<file path="src/rtl/dcf77_tx.sv">
// -----------------------------------------------------------------------------
// dcf77_tx
// DCF77-format time-code transmitter. Each second starts with a carrier
// reduction of PULSE0_TICKS (bit 0) or PULSE1_TICKS (bit 1) clk_en ticks.
// Second 59 carries no pulse and marks the minute. The 59-bit frame is
// latched from the next_* inputs on the clk_en that moves the second counter
// from 59 to 0. The frame in flight is therefore immune to later input changes.
//
// Ports:
//   clk              system clock
//   rst_n            asynchronous active-low reset
//   clk_en           10 ms tick, one clk cycle wide
//   enable           1 = transmit, 0 = idle (counters held at idle values)
//   next_minute      BCD minute for the frame starting at the next mark
//   next_hour        BCD hour
//   next_day         BCD day of month
//   next_day_of_week 1 = Mon ... 7 = Sun
//   next_month       BCD month
//   next_year        BCD year
//   tx               1 = carrier reduced (pulse active), registered
//   second           binary second index 0..59 of the current frame, registered
//   minute_start     one-cycle strobe at the start of second 0, registered
// -----------------------------------------------------------------------------
module dcf77_tx #(
    parameter int unsigned TICKS_PER_SEC = 100,
    parameter int unsigned PULSE0_TICKS  = 10,
    parameter int unsigned PULSE1_TICKS  = 20
) (
    input  logic       clk,
    input  logic       rst_n,
    input  logic       clk_en,
    input  logic       enable,
    input  logic [7:0] next_minute,
    input  logic [7:0] next_hour,
    input  logic [7:0] next_day,
    input  logic [2:0] next_day_of_week,
    input  logic [7:0] next_month,
    input  logic [7:0] next_year,
    output logic       tx,
    output logic [5:0] second,
    output logic       minute_start
);

    localparam int unsigned    TW       = (TICKS_PER_SEC > 1) ? $clog2(TICKS_PER_SEC) : 1;
    localparam logic [TW-1:0]  TICK_MAX = TW'(TICKS_PER_SEC - 1);
    localparam logic [5:0]     SEC_LAST = 6'd59;

    // Even parity: the parity bit makes the total count of ones even.
    function automatic logic even_parity(input logic [21:0] data);
        return ^data;
    endfunction

    // Assemble the 59-bit minute frame from the sampled time fields.
    function automatic logic [58:0] build_frame(
        input logic [7:0] minute,
        input logic [7:0] hour,
        input logic [7:0] day,
        input logic [2:0] dow,
        input logic [7:0] month,
        input logic [7:0] year
    );
        logic [58:0] f;
        f        = 59'd0;
        f[20]    = 1'b1;
        f[27:21] = minute[6:0];
        f[28]    = even_parity({15'd0, minute[6:0]});
        f[34:29] = hour[5:0];
        f[35]    = even_parity({16'd0, hour[5:0]});
        f[41:36] = day[5:0];
        f[44:42] = dow;
        f[49:45] = month[4:0];
        f[57:50] = year;
        f[58]    = even_parity({day[5:0], dow, month[4:0], year});
        return f;
    endfunction

    logic [TW-1:0] tick_r;
    logic [TW-1:0] tick_s;
    logic [5:0]    sec_r;
    logic [5:0]    sec_s;
    logic [58:0]   frame_r;
    logic [58:0]   frame_s;
    logic [58:0]   new_frame_s;
    logic          wrap_s;
    logic          bit_s;
    logic          tx_s;
    logic          tx_r;
    logic [5:0]    second_r;
    logic          minute_start_r;

    assign new_frame_s = build_frame(next_minute, next_hour, next_day,
                                     next_day_of_week, next_month, next_year);

    // Next-state computation for the tick/second counters and frame latch.
    always_comb begin
        tick_s  = tick_r;
        sec_s   = sec_r;
        frame_s = frame_r;
        wrap_s  = 1'b0;
        if (!enable) begin
            // Disable has priority over a coincident clk_en.
            tick_s = TICK_MAX;
            sec_s  = SEC_LAST;
        end else if (clk_en) begin
            if (tick_r == TICK_MAX) begin
                tick_s = {TW{1'b0}};
                if (sec_r == SEC_LAST) begin
                    sec_s   = 6'd0;
                    wrap_s  = 1'b1;
                    frame_s = new_frame_s;
                end else begin
                    sec_s = sec_r + 6'd1;
                end
            end else begin
                tick_s = tick_r + {{(TW-1){1'b0}}, 1'b1};
            end
        end else begin
            tick_s = tick_r;
        end
    end

    // Pulse decision from the next state so tx lands one cycle after clk_en.
    always_comb begin
        bit_s = 1'b0;
        tx_s  = 1'b0;
        if (sec_s < SEC_LAST) begin
            bit_s = frame_s[sec_s];
            if (bit_s) begin
                tx_s = (32'(tick_s) < PULSE1_TICKS);
            end else begin
                tx_s = (32'(tick_s) < PULSE0_TICKS);
            end
        end else begin
            // Second 59: no pulse marks the minute.
            tx_s = 1'b0;
        end
    end

    // State and registered outputs.
    always_ff @(posedge clk or negedge rst_n) begin
        if (!rst_n) begin
            tick_r         <= TICK_MAX;
            sec_r          <= SEC_LAST;
            frame_r        <= 59'd0;
            tx_r           <= 1'b0;
            second_r       <= SEC_LAST;
            minute_start_r <= 1'b0;
        end else begin
            tick_r         <= tick_s;
            sec_r          <= sec_s;
            frame_r        <= frame_s;
            tx_r           <= tx_s;
            second_r       <= sec_s;
            minute_start_r <= wrap_s;
        end
    end

    assign tx           = tx_r;
    assign second       = second_r;
    assign minute_start = minute_start_r;

endmodule

</file>
<file path="config.mk">
export PLATFORM = sky130hd
export DESIGN_NAME = dcf77_tx
export DESIGN_NICKNAME = d
export VERILOG_FILES = /design/src/rtl/dcf77_tx.sv
export SDC_FILE = /design/constraint.sdc
export NUM_CORES = 1
export LEC_CHECK = 0
export ABC_AREA = 1
export CAP_MARGIN = 40
export CORE_MARGIN = 1.5
export CORE_UTILIZATION = 50
export CTS_BUF_LIST = sky130_fd_sc_hd__clkbuf_8
export CTS_CLUSTER_SIZE = 40
export DETAILED_ROUTE_END_ITERATION = 12
export GPL_TIMING_DRIVEN = 0
export PLACE_DENSITY = 0.78
export SYNTH_ARGS = -nofsm -noshare
export SYNTH_HDL_FRONTEND = slang
export SYNTH_SLANG_ARGS = --single-unit
export TNS_END_PERCENT = 1
</file>
<file path="constraint.sdc">
create_clock -name clk -period 2.41 [get_ports clk]
set_input_delay 0.3615 -clock clk [delete_from_list [all_inputs] [get_ports clk]]
set_output_delay 0.3615 -clock clk [all_outputs]
set_load 0.05 [all_outputs]
</file>
==> key figures <==
Floorplan
  – Ports: 55
  – Initial Utilization: 51.07%
  – Core Box Area: 8636 sq um
  – Die area: roughly 9400 sq um
  – Horiz. Die Dim: ~97 microns
  – Die height: 96.92 microns
  – Row count: 34

Global routing
  – GRT Max-Usage Layer: met2
  – Met1 usage: between 30% and 40%
  – M3 GR Usage: 3.829%
  – Total gr overflow: 0
  – Largest net degree at the start of global routing: 62
  – Initial antenna violation count: 0
  – Global-route wire length before repair: 19120 microns
  – Met2 usage: 42.76%
  – GRT Util Overall: 25.18%
  – Number of global-route vias before repair: approximately 4000

Clock tree
  – Clock latency on the worst-skew pair: 350 ps
  – Clk pin slew, worst setup/hold paths: 80 ps
  – H-tree Lvls: 3
  – CTS tree: yes
  – Root buffer cell: clkbuf_8
  – CTS Buf Count: 9
  – CTS max path bufs: 2
  – Clock Sinks: between 70 and 80

STA
  – Hold_ws: slightly below 400 ps
  – Final Setup Violations: 1
  – Achievable frequency: 368.6 MHz
  – Slew at the pin closest to its max-slew limit: roughly 500 ps
  – Setup TNS: -302.9 ps
  – Final Skew: 5.498 ps
  – Final worst setup slack: -302.9 ps
  – Tcrit/Tclk final: 112.6%
  – Unrepaired setup endpoints after global routing: yes
  – Crit path time final: 2713 ps
  – Max_slew headroom: 66.48%
  – Fin. Hold Viols: 0
  – Max-slew violations: 0

Critical path
  – Master of the slowest instance on the critical path: dfstp_4
  – Crit-path cells: ha_4 -> nand3_4 -> nor2_4 -> buf_6 -> nor2_2 -> nand2_2 -> inv_2 -> nor2_4 -> buf_4 -> nand2_1 -> nand2_1 -> nand2_1 -> nand3_1 -> nand2_1 -> nor2_1 -> nor2_1 -> nor2_1 -> nand2_1 -> nand2_2 -> nand2_1 -> nand2_1 -> nor2_1
  – Critical path type: reg -> reg
  – Startpoint types: flip-flop
  – CP dominant cell by count: nand2_1
  – Worst path required time: 2660 ps
  – Reg2Reg Depth: 22
  – Crit Path Max Fanout: 6
  – CP Capture Type: flip-flop
  – Worst EP arrival: 2960 ps
  – Slowest cell delay on critical path: 650 ps
  – R2R Setup Slk: -300 ps

Run
  – Total of max-cap violations: 0

Logic synthesis
  – Post-synth net total: 658
  – Register area share after synthesis: a little over two fifths
  – Synth cell types: 39
  – Top-area cell type share of the netlist area: 36.88%
  – Most used flip-flop cell after synthesis: dfrtp_1
  – FF+latch count, synth: 74
  – Post-synth ARST share: 100.0%
  – Synth area leaders: dfrtp_1 (37%), nand2_1 (21%), inv_1 (6.4%), nand3_1 (5.6%), dfstp_2 (5.4%)
  – EDFF count, synth: 0
  – Post-synthesis instance area: 4410 sq um
  – Warnings, synthesis: 0
  – Area leader, netlist: dfrtp_1
  – Gate Count Post-Synth: just over 600
  – Mean Syn Cell Area: 7.242 sq um

Min path
  – Min-delay worst type: in -> async

Placement
  – Post-Place Setup Slack: -426.5 ps
  – RePlAce Congestion: 0.8305
  – Port-buffer cells: 45
  – HPWL Detailed: 7523 microns

Final layout
  – Register area: 1871 sq um
  – Layout cell share with drive strength beyond 1: around a fifth
  – Area taken by multi-input logic gates: 2248 sq um
  – Final net count: about 750
  – Area grow syn2layout: 29.39%
  – # diodes: 0
  – Filler cell count: just under 700

Route
  – Drt first pass iters: 5
  – Final ANT Viol Nets: 0
  – Vias per cell: 5.282
  – DR vias: between 4000 and 5000
  – Iteration-0 DRC Markers: 306
  – Routed Wire Length: 11720 microns
  – Drc violations: 0
  – Routed wire per std cell: approximately 14 microns

Power
  – LEAKAGE: 2.963 nW
  – Worst VDD drop: 0.0005013 V
  – Overall power: 4.929 mW
  – PwrDens: 863.7 nW/um^2

Run status
  – Violated checks: negative setup slack
  – Status: complete, but fails checks
[placed cells by master, fill, tap and decap left out, drive strengths merged, types with 6 or more instances in the layout]
master / synthesis / final
nand3: 55 / 55
o21ai: 18 / 18
dfrtp: 65 / 65
xor2: 10 / 10
nand4: 6 / 7
buf: 17 / 54
a21oi: 6 / 6
nor2: 58 / 58
nand2: 251 / 251
or2: 6 / 6
inv: 79 / 81
xnor2: 13 / 13
dfstp: 9 / 9
clkdlybuf4s50: 0 / 44
clkbuf: 0 / 12
[what timing repair did]
item	CTS	global route
endpoints found under the setup margin	1	1
pin swaps	8	31
hold buffers	1	0
gates resized for setup	19	39
endpoints found under the hold margin	13	0
buffers inserted	18	13
gates cloned	3	2
[worst paths after layout]
check,start,to
setup / recovery,second[0]$_DFF_PN1_,tx$_DFF_PN0_
hold / removal,rst_n,frame_r[21]$_DFF_PN0_
setup reg to reg,second[0]$_DFF_PN1_,tx$_DFF_PN0_
hold reg to reg,frame_r[20]$_DFF_PN0_,frame_r[20]$_DFF_PN0_
max in group asynchronous,rst_n,tick_r[5]$_DFF_PN1_
min in group clk,enable,frame_r[42]$_DFF_PN0_
[final cells by class]
cell class | count | area share [%]
clock inverter | 4 | 0.7455
multi-input combinational | 440 | 39.40
timing repair buffer | 82 | 13.40
tap | 108 | 2.368
buffer | 17 | 3.091
inverter | 79 | 5.328
sequential | 74 | 32.78
clock buffer | 12 | 2.894
[Yosys cell counts (7+ instances only)]
cell type,n
nand2_1,246
inv_1,75
buf_6,7
dfrtp_1,65
o21ai_0,9
nand3_1,49
xnor2_1,13
dfstp_2,9
xor2_1,10
o21ai_1,8
nor2_1,49
[metrics by stage]
stage / cell area [sq um] / cells / utilization [%]
2_1_floorplan: 4431 / 609 / -
3_3_place_gp: 5016 / 762 / 58.08
3_5_place_dp: 5041 / 763 / 58.37
4_1_cts: 5474 / 801 / 63.39
5_1_grt: 5707 / 816 / 66.08
6_report: 5707 / 816 / 66.08
[cell families (layout without fill, tap and decap cells)]
group	after synthesis	count (layout)	share of synthesized area, %
AO/OA/AOI/OAI	33	33	4.312
adder cells (fa/ha/maj)	2	2	0.5673
AND/OR/NAND/NOR	381	382	38.35
XOR/XNOR	23	23	4.567
flip-flops	74	74	42.24
buffers and inverters	96	194	9.957
[state kept, by name, summed over array words and instances (netlist names)]
register	cells
second	6
minute_start	1
tx	1
tick_r	7
frame_r	59
[critical path: cells and delay by family, from the launching register on]
family | cells | cell delay, ps
and+or+nand+nor | 18 | 1470
DFF | 1 | 650
buffers and inverters | 3 | 340
adders and majority gates | 1 | 160
[report_power, final]
part / internal [mW] / leakage (nW) / total (mW) / switching, mW
Sequential: 1.74 / 0.913 / 1.90 / 0.160
Clock: 0.555 / 0.115 / 1.01 / 0.453
Combinational: 0.819 / 1.94 / 2.02 / 1.20
Total: 3.11 / 2.96 / 4.93 / 1.82
[metal layers]
layer / vias up / wire [microns] / share of wire [%]
met5: - / 0 / 0
met4: 0 / 297 / 2.5
met3: 34 / 698 / 6.0
met2: 158 / 5672 / 48
met1: 2049 / 5056 / 43
li1: 2069 / - / -
Power figures use the tool's default switching activity.
